### src/rtl/instr_fetch_unit.sv
// Instruction-fetch stage of the riscv32i multicycle core.
// On fetch_start it samples the PC and runs one req/gnt/rvalid read to
// instruction memory. The returned word goes into the instruction register,
// and the fetch PC goes into old_pc_out. Completion or an exception is
// reported back to control as a one-cycle pulse.
// Optional feature: define FETCH_TIMEOUT_EN to bound the number of WAIT
// cycles. When the bound is hit, the fetch faults with an access-fault cause.
module instr_fetch_unit #(
`ifdef FETCH_TIMEOUT_EN
    parameter int unsigned TIMEOUT_CYCLES = 16,
`endif
    parameter logic [31:0] RESET_PC  = 32'h0000_0100,
    parameter logic [31:0] NOP_INSTR = 32'h0000_0013
) (
    input  logic        clk,
    input  logic        rst,
    input  logic        fetch_start,
    input  logic [31:0] pc_in,
    output logic        imem_req,
    output logic [31:0] imem_addr,
    input  logic        imem_gnt,
    input  logic        imem_rvalid,
    input  logic [31:0] imem_rdata,
    input  logic        imem_err,
    output logic [31:0] ir_out,
    output logic [31:0] old_pc_out,
    output logic        fetch_busy,
    output logic        fetch_done,
    output logic        exc_valid,
    output logic [3:0]  exc_cause
);

    localparam logic [3:0] CAUSE_MISALIGNED = 4'd0;
    localparam logic [3:0] CAUSE_ACCESS     = 4'd1;
    localparam logic [3:0] CAUSE_ILLEGAL    = 4'd2;

    typedef enum logic [2:0] {
        ST_IDLE  = 3'd0,
        ST_REQ   = 3'd1,
        ST_WAIT  = 3'd2,
        ST_DONE  = 3'd3,
        ST_FAULT = 3'd4
    } state_t;

    state_t      state_r;
    state_t      state_s;
    logic [31:0] fetch_pc_r;
    logic [3:0]  cause_s;
    logic [31:0] fault_pc_s;
    logic        latch_pc_s;
    logic        load_ir_s;

`ifdef FETCH_TIMEOUT_EN
    localparam int unsigned CNT_W = $clog2(TIMEOUT_CYCLES + 1);
    localparam logic [CNT_W-1:0] WAIT_LIMIT = CNT_W'(TIMEOUT_CYCLES - 1);

    logic [CNT_W-1:0] wait_cnt_r;
    logic             timeout_s;

    // The last WAIT cycle before the limit expires.
    // An rvalid that arrives in this same cycle still completes normally.
    assign timeout_s = (wait_cnt_r == WAIT_LIMIT);

    // Count WAIT cycles. The counter restarts on every REQ->WAIT transition.
    always_ff @(posedge clk) begin
        if (rst) begin
            wait_cnt_r <= {CNT_W{1'b0}};
        end else if (state_r != ST_WAIT) begin
            wait_cnt_r <= {CNT_W{1'b0}};
        end else begin
            wait_cnt_r <= wait_cnt_r + {{(CNT_W-1){1'b0}}, 1'b1};
        end
    end
`endif

    // Next-state and transition-event decode.
    // All outputs derived from it are registered below.
    always_comb begin
        state_s    = state_r;
        cause_s    = CAUSE_MISALIGNED;
        fault_pc_s = fetch_pc_r;
        latch_pc_s = 1'b0;
        load_ir_s  = 1'b0;
        case (state_r)
            ST_IDLE: begin
                fault_pc_s = pc_in;
                if (fetch_start && (pc_in[1:0] == 2'b00)) begin
                    state_s    = ST_REQ;
                    latch_pc_s = 1'b1;
                end else if (fetch_start) begin
                    state_s = ST_FAULT;
                    cause_s = CAUSE_MISALIGNED;
                end else begin
                    state_s = ST_IDLE;
                end
            end
            ST_REQ: begin
                if (imem_gnt) begin
                    state_s = ST_WAIT;
                end else begin
                    state_s = ST_REQ;
                end
            end
            ST_WAIT: begin
                if (imem_rvalid && imem_err) begin
                    state_s = ST_FAULT;
                    cause_s = CAUSE_ACCESS;
                end else if (imem_rvalid && (imem_rdata[1:0] != 2'b11)) begin
                    state_s = ST_FAULT;
                    cause_s = CAUSE_ILLEGAL;
                end else if (imem_rvalid) begin
                    state_s   = ST_DONE;
                    load_ir_s = 1'b1;
`ifdef FETCH_TIMEOUT_EN
                end else if (timeout_s) begin
                    state_s = ST_FAULT;
                    cause_s = CAUSE_ACCESS;
`endif
                end else begin
                    state_s = ST_WAIT;
                end
            end
            ST_DONE: begin
                state_s = ST_IDLE;
            end
            ST_FAULT: begin
                state_s = ST_IDLE;
            end
            default: begin
                state_s = ST_IDLE;
            end
        endcase
    end

    // State register, registered handshake/status outputs, and the
    // IR/PC capture. The IR and PC values hold between fetches.
    always_ff @(posedge clk) begin
        if (rst) begin
            state_r    <= ST_IDLE;
            fetch_pc_r <= RESET_PC;
            imem_req   <= 1'b0;
            imem_addr  <= 32'h0000_0000;
            ir_out     <= NOP_INSTR;
            old_pc_out <= RESET_PC;
            fetch_busy <= 1'b0;
            fetch_done <= 1'b0;
            exc_valid  <= 1'b0;
            exc_cause  <= 4'd0;
        end else begin
            state_r    <= state_s;
            imem_req   <= (state_s == ST_REQ);
            fetch_busy <= (state_s != ST_IDLE);
            fetch_done <= (state_s == ST_DONE);
            exc_valid  <= (state_s == ST_FAULT);
            if (latch_pc_s) begin
                fetch_pc_r <= pc_in;
                imem_addr  <= {pc_in[31:2], 2'b00};
            end
            if (state_s == ST_FAULT) begin
                exc_cause  <= cause_s;
                old_pc_out <= fault_pc_s;
            end
            if (load_ir_s) begin
                ir_out     <= imem_rdata;
                old_pc_out <= fetch_pc_r;
            end
        end
    end

endmodule

### config.mk
export PLATFORM = sky130hd
export DESIGN_NAME = instr_fetch_unit
export DESIGN_NICKNAME = d
export VERILOG_FILES = /design/src/rtl/instr_fetch_unit.sv
export SDC_FILE = /design/constraint.sdc
export NUM_CORES = 1
export LEC_CHECK = 0
export BUFFER_PORTS_ARGS = -buffer_cell sky130_fd_sc_hd__clkbuf_2
export CAP_MARGIN = 20
export CORE_MARGIN = 4
export CORE_UTILIZATION = 45
export DETAILED_ROUTE_END_ITERATION = 8
export PLACE_DENSITY = 0.77
export SLEW_MARGIN = 0
export SYNTH_ARGS = -nofsm -noshare
export SYNTH_HDL_FRONTEND = slang
export SYNTH_SLANG_ARGS = --single-unit
### constraint.sdc
create_clock -name clk -period 1.7 [get_ports clk]
set_clock_uncertainty 0.1 [all_clocks]
set_input_delay 0.34 -clock clk [delete_from_list [all_inputs] [get_ports clk]]
set_output_delay 0.34 -clock clk [all_outputs]
set_load 0.01 [all_outputs]
==> impl_results.md, run 1 <==
* Critical Path Sink Type: register
* Syn Area/Cell at 9.23 um^2
* Final Instance Area at 0.00609 mm^2
* Synth unique cells at 36
* Synth Instances at 514
* Max Cap Violations at 0
* CTS buffer count at 9
* DR pass1 iterations at 5
* Worst Reg-to-Reg Cells at 4
* Min-Delay Path Class: input port to register
* # DRC at 0
* Post-synth top area share at 0.447
* NumNets Final at 717
* Worst-path maximum fanout at 11
* Die height at 111 um
* Final GP Congestion at 0.799
* Main area contributors after synthesis: dfxtp_1, a221oi_2, mux2i_1
* Clk slew on worst S/H paths at 0.11 ns
* CTS Root Cell: clkbuf_8
* Core footprint at 0.0103 mm^2
* GRT Overall Usage at 0.205
* Hold_ws at 0.107 ns
* Critical path class: register to register
* Hold-fix buffers at CTS at 0
* FMAX at 571 MHz
* Synth warnings at 0
* Clk_lat worst skew at 0.36 ns
* Syn-to-layout area delta at 28.4%
* Failing checks: setup timing
* Number of I/O port buffers at 169
* Fin util at 0.592
* Clock tree buffer depth at 2
* CP Data Required Time at 1.88 ns
* Wirelength per Cell at 17.0 um
* Via count at 4386
* Die Wd at 111 um
* Peak supply drop at 0.481 mV
* WHS Endpoint: ir_out[27]
* Ys async rst share at 0
* First-pass GRT wire length at 21000 um
* Initial DRC count at 317
* Fin crit share at 1.03
* CTS tree: built
* Synthesized cell area at 0.00474 mm^2
* Crit path DAT at 1.93 ns
* Largest net degree at the start of global routing at 53
* Min Clock Period, post-route at 1.75 ns
* DIE AREA at 0.0122 mm^2
* Most numerous cell in the Yosys netlist: dfxtp_1
* Post-detail-place hpwl at 9340 um
* Commonest cells in the netlist: dfxtp_1, nand3_1, a21oi_1, o21ai_0, nor2_1
* Status: complete, but fails checks
* RSZ-0062 raised after global routing: yes
* Count of state elements after synthesis at 106
* Seq/Total Area, Yosys at 0.447
* Initial antenna violation count at 0
* Crit path from: state_r[2]
* PD cells at 870 mW/mm^2
* Post-synth EDFFs at 0
* Crit start category: register
* Reg2reg start: state_r[2]
* Layout cells sized above 1 at 0.419
* Num Clock Sinks at 106
* Synth area leader: dfxtp_1
* Leakage at 2.59 nW
* # diodes at 0
* Final WS setup at -0.0505 ns
* Htree depth at 3
* RR Endpoint: old_pc_out[30]
* Hold path start: imem_rdata[27]
* TNS Setup at -0.712 ns
* R2R setup slack at -0.05 ns
* Placed Area at 0.00564 mm^2
* Detail Route Antenna Nets at 0
* Vias in the first global route at 4263
* Via density at 5.57
* Final hold vios at 0
* Main synth FF type: dfxtp_1
* Initial Util at 0.461
* Final setup violation count at 28
* Pins Over Slew Limit at 0
* Std cell rows at 37
* Routed wire length at 13400 um
* Hold depth at 3
* I/O pin count at 174
* Grt ovf at 0
metal layers:
layer | vias to the layer above | track usage | share of wire
met5 | - | 0 | 0
met4 | 0 | 0.0665 | 0.013
met3 | 13 | 0.0737 | 0.097
met2 | 200 | 0.335 | 0.48
met1 | 2082 | 0.252 | 0.41
li1 | 2091 | - | -
cells in the final DEF, fill, tap and decap left out, types with 2 or more instances in the layout:
| cell | netlist | layout |
|---|---|---|
| clkbuf_8 | 0 | 11 |
| a211oi_1 | 3 | 2 |
| dfxtp_1 | 106 | 105 |
| mux2i_1 | 32 | 25 |
| nor3b_1 | 4 | 3 |
| inv_6 | 0 | 2 |
| nand3_1 | 62 | 62 |
| clkbuf_16 | 0 | 3 |
| a21oi_2 | 0 | 2 |
| mux2i_2 | 0 | 5 |
| buf_12 | 0 | 8 |
| conb_1 | 1 | 4 |
| inv_1 | 2 | 2 |
| a21oi_1 | 61 | 59 |
| o21ai_1 | 0 | 2 |
| or3_1 | 3 | 3 |
| buf_6 | 4 | 5 |
| buf_4 | 34 | 20 |
| nor2_1 | 40 | 40 |
| clkbuf_2 | 0 | 168 |
| a221oi_2 | 30 | 29 |
| o21ai_0 | 61 | 59 |
| mux2i_4 | 0 | 2 |
critical path, cell delays in order (launching register included):
cell	delay [ns]
dfxtp_2	0.34
or4b_4	0.54
or2_4	0.29
clkbuf_16	0.19
a221oi_2	0.22
sequential cells by signal, indices dropped and copies added, names as in the netlist:
register / count
fetch_pc_r: 32
ir_out: 32
old_pc_out: 32
state_r: 3
exc_cause: 2
exc_valid: 1
fetch_busy: 1
fetch_done: 1
imem_addr: 1
imem_req: 1
cells by family (layout without fill, tap and decap cells):
logic type	count (synthesis)	count (layout)	synth area share
AO/OA/AOI/OAI	165	165	0.247
AND/OR/NAND/NOR	121	121	0.129
multiplexers	32	32	0.0675
buffers and inverters	89	224	0.108
other	1	4	0.000791
flip-flops	106	106	0.447
report_power, final:
part           internal, mW  switching, mW  leakage [nW]  total (mW)
logic                 0.454          0.553          1.62        1.01
registers              2.59         0.0706         0.864        2.66
clock network         0.771          0.857         0.106        1.63
total                  3.82           1.48          2.59        5.30
worst max path at each step:
stage,endpoint,slack (ns),depth (start not counted)
floorplan,old_pc_out[11],-0.01,5
global placement,old_pc_out[11],-0.12,5
detailed placement,old_pc_out[4],-0.17,5
CTS,old_pc_out[22],-0.06,6
global route,old_pc_out[8],-0.09,5
finish,old_pc_out[30],-0.05,4
per-stage QoR:
step | setup slack (ns) | total power [mW] | std cells
CTS | -0.0558 | 5.31 | 785
global placement | -0.123 | 3.62 | 766
finish | -0.0505 | 5.30 | 788
floorplan | -0.0119 | 3.30 | 517
detailed placement | -0.175 | 3.65 | 766
global route | -0.0941 | 5.55 | 788
what timing repair did:
item | 4_1_cts | 5_1_grt
endpoints found under the setup margin | 32 | 58
gates resized for setup | 9 | 21
pin swaps | 1 | 1
gates cloned | 1 | 3
buffers inserted | 2 | 1
final cells by class:
class	count	area, um^2
fillers	906	4190
clock buffers	11	151
repair buffers	206	1330
multi-input cells	322	2250
clock inverters	5	60.1
well taps	136	170
flip-flops and latches	106	2120
inverters	2	7.51
No activity file was read; power rests on OpenSTA's default activity.
==> run 2, diff against run 1 <==
--- a/config.mk
+++ b/config.mk
@@ -7,7 +7,6 @@
 export LEC_CHECK = 0
 export BUFFER_PORTS_ARGS = -buffer_cell sky130_fd_sc_hd__clkbuf_2
 export CAP_MARGIN = 20
-export CORE_MARGIN = 4
 export CORE_UTILIZATION = 45
 export DETAILED_ROUTE_END_ITERATION = 8
 export PLACE_DENSITY = 0.77
==> run 2 against run 1 <==
The run still ends with setup timing left. Worst hold slack got worse by 0.016 ns. Power fell by 0.80%. Clock power shrank 3%. Count of clock-buffer cells in the layout is 2 lower. Wire length shrank 2.1%. Combinational power is essentially flat. Non-clock buffer count increased by 3. Sequential cell count did not move. Fmax is 2.5% lower. Final cell count increased by 0.38%. Largest cell class unchanged.
==> impl_results.md, run 2 (synthesis results as in run 1) <==
* Crit path depth at 6 (+2)
* DIE AREA at 0.0110 mm^2 (-11%)
* Pins Over Slew Limit at 0 (unchanged)
* GRT Overall Usage at 0.237 (+0.0319)
* Leakage at 2.63 nW (+1.4%)
* R2R setup slack at -0.1 ns (-0.05 ns)
* Peak supply drop at 0.472 mV (-1.9%)
* Crit path cell chain: or4b_4 > buf_6 > o21ai_4 > buf_4 > clkbuf_16 > a221oi_2
* Hold depth at 3 (unchanged)
* Via density at 5.56 (about the same)
* Htree depth at 3 (unchanged)
* Grt ovf at 0 (unchanged)
* Syn-to-layout area delta at 27.2%
* Die height at 105 um (-5.4%)
* Crit path from: state_r[2]
* CP Data Required Time at 1.86 ns (-0.02 ns)
* Core footprint at 0.0103 mm^2 (unchanged)
* Critical Path Sink Type: register
* CTS tree: built
* Int Pwr at 3.75 mW (-1.9%)
* Reg2reg start: state_r[2]
* Hold_ws at 0.0913 ns (-0.0159 ns)
* WHS Endpoint: ir_out[21]
* Die Wd at 105 um (-5.4%)
* Multi-input combinational cell area at 0.00219 mm^2 (-2.8%)
* I/O pin count at 174 (unchanged)
* Final WS setup at -0.0959 ns (-0.0454 ns)
* Final GP Congestion at 0.866 (+8.4%)
* Routed wire length at 13100 um (-2.1%)
* Initial antenna violation count at 0 (unchanged)
* Worst path max stage delay at 0.54 ns (about the same)
* Crit start category: register
* Post-detail-place hpwl at 9180 um (-1.7%)
* Clock tree buffer depth at 2 (unchanged)
* Via count at 4399 (+0.30%)
* Crit path buf inv count at 3 (+2)
* Min Clock Period, post-route at 1.80 ns (+0.0454 ns)
* Storage cell area at 0.00212 mm^2 (unchanged)
* Detail Route Antenna Nets at 0 (unchanged)
* Std cell rows at 37 (unchanged)
* Worst Reg-to-Reg Cells at 6 (+2)
* DR pass1 iterations at 5 (unchanged)
* First-pass GRT wire length at 20800 um (-0.92%)
* Wirelength per Cell at 16.6 um (-2.5%)
* Leading cell type in the layout, fill and taps excluded: clkbuf_2
* Top Family by Delay on Critical Path: simple AND/OR/NAND/NOR gates
* Sw frac at 0.287 (+0.00763)
* Failing checks: setup timing
* Clk pwr share at 0.301 (-0.006)
* Status: complete, but fails checks
* CTS buffer count at 9 (unchanged)
* Num Clock Sinks at 106 (unchanged)
* Fin crit share at 1.06 (+0.0267)
* Min-Delay Path Class: input port to register
* NumNets Final at 720 (+0.42%)
* TNS Setup at -1.94 ns (-1.23 ns)
* Combinational share of power at 0.192 (+0.002)
* CTS Root Cell: clkbuf_8
* Clk slew on worst S/H paths at 0.10 ns (about the same)
* RSZ-0062 raised after global routing: yes
* # diodes at 0 (unchanged)
* Worst-path maximum fanout at 7 (-4)
* Initial Util at 0.461 (unchanged)
* Vias in the first global route at 4223 (-0.94%)
* Number of I/O port buffers at 169 (unchanged)
* Final hold vios at 0 (unchanged)
* Largest net degree at the start of global routing at 31 (-42%)
* Layout cells sized above 1 at 0.409 (-0.00955)
* Initial DRC count at 255 (-20%)
* Commonest cells after routing, fill and taps aside: clkbuf_2, dfxtp_1, nand3_1, a21oi_1, o21ai_0
* FMAX at 557 MHz (-2.5%)
* CP max-delay cell: or4b_4
* Crit path DAT at 1.95 ns (+0.02 ns)
* Critical path class: register to register
* Reg power frac at 0.507 (+0.004)
* PD cells at 871 mW/mm^2 (+0.10%)
* RR Endpoint: old_pc_out[24]
* Clk_lat worst skew at 0.37 ns (about the same)
* Hold path start: imem_rdata[21]
* Max Cap Violations at 0 (unchanged)
* Total Power at 5.25 mW (-0.80%)
* Final setup violation count at 33 (+18%)
* Net load switching power at 1.51 mW (+1.9%)
* Largest regs: fetch_pc_r (32), ir_out (32), old_pc_out (32)
* # DRC at 0 (unchanged)
* Hold-fix buffers at CTS at 0 (unchanged)
* Fill cells at 952 (+5.1%)
## run 2: cell types whose count changed in the layout (fill, tap and decap cells not counted), sizes merged
cell,change
buf,+3
bufbuf,+1
clkbuf,-3
clkinv,+3
inv,-1
## run 2: cell type report
class | count | share of cell area
well taps | 136 | 0.0282
repair buffers | 209 | 0.223
inverters | 2 | 0.00124
flip-flops and latches | 106 | 0.352
multi-input cells | 322 | 0.363
clock inverters | 7 | 0.0129
clock buffers | 9 | 0.0205
## run 2: how the worst max path moves through the flow
stage	end	slack [ns]
2_1_floorplan	old_pc_out[11]	-0.01
3_3_place_gp	old_pc_out[7]	-0.13
3_5_place_dp	old_pc_out[28]	-0.20
4_1_cts	old_pc_out[8]	-0.06
5_1_grt	old_pc_out[3]	-0.13
6_report	old_pc_out[24]	-0.1
## run 2: repair_timing
action | 4_1_cts | 5_1_grt
cloned | 1 | 2
pin swaps | 0 | 5
buffers inserted | 0 | 4
endpoints found under the setup margin | 33 | 76
resized for setup | 6 | 24
## run 2: worst register-to-register path, cell delays in order, from the launching register on
cell,delay (ns)
dfxtp_2,0.33
or4b_4,0.54
buf_6,0.14
o21ai_4,0.20
buf_4,0.17
clkbuf_16,0.14
a221oi_2,0.06
## run 2: per-stage QoR
step / cells / utilization / instance area (um^2) / setup WS [ns]
floorplan: 517 / - / 4760 / -0.0119
global placement: 768 / 0.548 / 5630 / -0.133
detailed placement: 768 / 0.548 / 5630 / -0.196
CTS: 785 / 0.573 / 5890 / -0.0620
global route: 791 / 0.587 / 6030 / -0.134
finish: 791 / 0.587 / 6030 / -0.0959
## run 2: power groups by stage
| stage | Clock [mW] | Combinational (mW) | Sequential [mW] |
|---|---|---|---|
| after floorplan | 0 | 0.558 | 2.74 |
| after global placement | 0 | 0.881 | 2.71 |
| after detailed placement | 0 | 0.907 | 2.72 |
| after CTS | 1.64 | 0.944 | 2.66 |
| after global routing | 1.72 | 1.09 | 2.67 |
| final | 1.58 | 1.01 | 2.66 |
## run 2: layer usage
metal	track usage	vias to the layer above	share of wire
met4	0.0885	0	0.014
met3	0.0574	15	0.079
met5	0	-	0
met1	0.301	2090	0.44
met2	0.389	198	0.47
li1	-	2096	-
==> run 3, diff against run 2 <==
--- a/config.mk
+++ b/config.mk
@@ -7,9 +7,9 @@
 export LEC_CHECK = 0
 export BUFFER_PORTS_ARGS = -buffer_cell sky130_fd_sc_hd__clkbuf_2
 export CAP_MARGIN = 20
-export CORE_UTILIZATION = 45
+export CORE_UTILIZATION = 42
 export DETAILED_ROUTE_END_ITERATION = 8
-export PLACE_DENSITY = 0.77
+export PLACE_DENSITY = 0.7
 export SLEW_MARGIN = 0
 export SYNTH_ARGS = -nofsm -noshare
 export SYNTH_HDL_FRONTEND = slang
==> constraint.sdc (replaced) <==
create_clock -name clk -period 2.24 [get_ports clk]
set_clock_uncertainty 0.1 [all_clocks]
set_input_delay 0.448 -clock clk [delete_from_list [all_inputs] [get_ports clk]]
set_output_delay 0.448 -clock clk [all_outputs]
set_load 0.01 [all_outputs]
==> run 3 against run 2 <==
The run now ends clean. Sequential share of layout area rose by 1.2 points. Wire length fell by 5.0%. Fmax fell by 10%. Combinational power fell by 35%. Sequential power fell by 24%. Global-route usage fell by 2.4 points. Largest cell class unchanged. Highest routed layer unchanged.
==> impl_results.md, run 3 (synthesis results as in run 1) <==
* Leading cell type in the layout, fill and taps excluded: clkbuf_2
* # diodes at 0 (unchanged)
* CP max-delay cell: or4b_4
* Final hold vios at 0 (unchanged)
* FMAX at 499 MHz (-10%)
* Max Cap Violations at 0 (unchanged)
* Die Wd at 108 um (+3.4%)
* Status: complete, no violations
* Placed instance count at 759 (-1.2%)
* Critical Path Sink Type: register
* NumNets Final at 700 (-2.8%)
* Std cell rows at 38 (+2.7%)
* Crit path from: state_r[1]
* Crit path depth at 4 (-2)
* Crit path buf inv count at 1 (-2)
* Die height at 108 um (+3.4%)
* DR pass1 iterations at 5 (unchanged)
* Leakage at 2.52 nW (-4.3%)
* Top Family by Delay on Critical Path: simple AND/OR/NAND/NOR gates
* Place WS at 0.194 ns (+0.389 ns)
* Relative slew slack at 0.551
* CTS tree: built
* Commonest cells after routing, fill and taps aside: clkbuf_2, dfxtp_1, nand3_1, a21oi_1, o21ai_0
* # DRC at 0 (unchanged)
* Final setup violation count at 0 (-100%)
* CP Data Required Time at 2.38 ns (+0.52 ns)
* Syn-to-layout area delta at 22.8%
* CTS buffer count at 9 (unchanged)
* Initial Util at 0.434 (-0.0278)
* Post-detail-place hpwl at 8660 um (-5.7%)
* Hold path start: imem_rdata[23]
* Worst-path maximum fanout at 22 (+15)
* Crit path cell chain: or4b_4 > or2_2 > buf_12 > a221oi_1
* Largest regs: fetch_pc_r (32), ir_out (32), old_pc_out (32)
* Critical path class: register to register
* Crit path DAT at 2.15 ns (+0.20 ns)
* Grt ovf at 0 (unchanged)
* Layout cells sized above 1 at 0.381 (-0.0281)
* Min Clock Period, post-route at 2.01 ns (+0.210 ns)
* Worst Reg-to-Reg Cells at 4 (-2)
* Worst-Margin Slew at 0.673 ns
* Number of I/O port buffers at 169 (unchanged)
* Min-Delay Path Class: input port to register
* Via count at 4227 (-3.9%)
* Vias in the first global route at 4028 (-4.6%)
* Htree depth at 3 (unchanged)
* Core footprint at 0.0109 mm^2 (+6.4%)
* PD cells at 747 mW/mm^2 (-14%)
* Detail Route Antenna Nets at 0 (unchanged)
* RSZ-0062 raised after global routing: no
* Via density at 5.45 (-1.9%)
* Clk_lat worst skew at 0.34 ns (-0.03 ns)
* Non-filler cells, final at 775 (-2.0%)
* Clk slew on worst S/H paths at 0.07 ns (-0.03 ns)
* Clock tree buffer depth at 2 (unchanged)
* Final WS setup at 0.235 ns (+0.330 ns)
* I/O pin count at 174 (unchanged)
* Num Clock Sinks at 106 (unchanged)
* Gates resized, CTS repair at 0 (-6)
* Reg2reg start: state_r[1]
* Pins Over Slew Limit at 0 (unchanged)
* Crit start category: register
* TNS Setup at 0 ns (+1.94 ns)
* Peak supply drop at 0.450 mV (-4.7%)
* Routed wire length at 12500 um (-5.0%)
* Initial antenna violation count at 0 (unchanged)
* Fin crit share at 0.895 (-0.161)
* Initial DRC count at 223 (-13%)
* Final GP Congestion at 0.801 (-7.4%)
* Largest net degree at the start of global routing at 43 (+39%)
* Hold-fix buffers at CTS at 0 (unchanged)
* Hold depth at 3 (unchanged)
* First-pass GRT wire length at 19600 um (-5.7%)
* CTS Root Cell: clkbuf_16
* DIE AREA at 0.0117 mm^2 (+7.0%)
* Wirelength per Cell at 16.1 um (-3.0%)
* Worst path max stage delay at 0.59 ns (+0.05 ns)
* GRT Overall Usage at 0.213 (-0.0238)
* Post-CTS Setup Bufs at 0 (unchanged)
run 3: changes by cell type in the layout (fill, tap and decap cells not counted), moves of 2 or more:
cell       change
buf_6          -7
clkinv_4       -3
clkbuf_8       -8
nor2_2         -2
buf_4          -5
o21ai_0       +10
nor2_1         +2
buf_12         -4
o21ai_1       -10
clkbuf_16      +7
run 3: worst reg2reg max path, stage by stage (launching register included):
cell	delay (ns)
dfxtp_1	0.41
or4b_4	0.60
or2_2	0.34
buf_12	0.18
a221oi_1	0.29
run 3: power by group:
group	internal [mW]	switching (mW)
sequential	1.97	0.0501
clock	1.01	0.669
combinational	0.272	0.388
run 3: cell type report:
cell class	count	area (um^2)
Tap cell	140	175
Fill cell	1006	5110
Multi-Input combinational cell	322	2150
Timing Repair Buffer	189	1050
Clock buffer	11	243
Inverter	2	7.51
Sequential cell	106	2120
Clock inverter	5	77.6
run 3: worst paths after layout:
kind,endpoint,slack [ns]
max,old_pc_out[7],0.23
min,ir_out[23],0.24
max reg2reg,old_pc_out[7],0.23
min reg2reg,ir_out[0],0.34
run 3: routing by layer:
layer	up-vias	part of all wire	global-route usage	wire length, um
met4	0	0.010	0.0840	125
met3	9	0.085	0.0530	1060
li1	2064	-	-	-
met1	1983	0.43	0.264	5360
met2	171	0.48	0.354	5940
met5	-	0	0	0
run 3: through the flow:
step | power (mW) | cell area (um^2) | hold WS, ns | utilization
after detailed placement | 2.72 | 5500 | 0.330 | 0.503
after CTS | 4.40 | 5820 | 0.224 | 0.533
after global placement | 2.70 | 5500 | 0.330 | 0.503
final | 4.35 | 5820 | 0.242 | 0.533
after global routing | 4.54 | 5820 | 0.232 | 0.533
after floorplan | 2.50 | 4750 | 0.357 | -
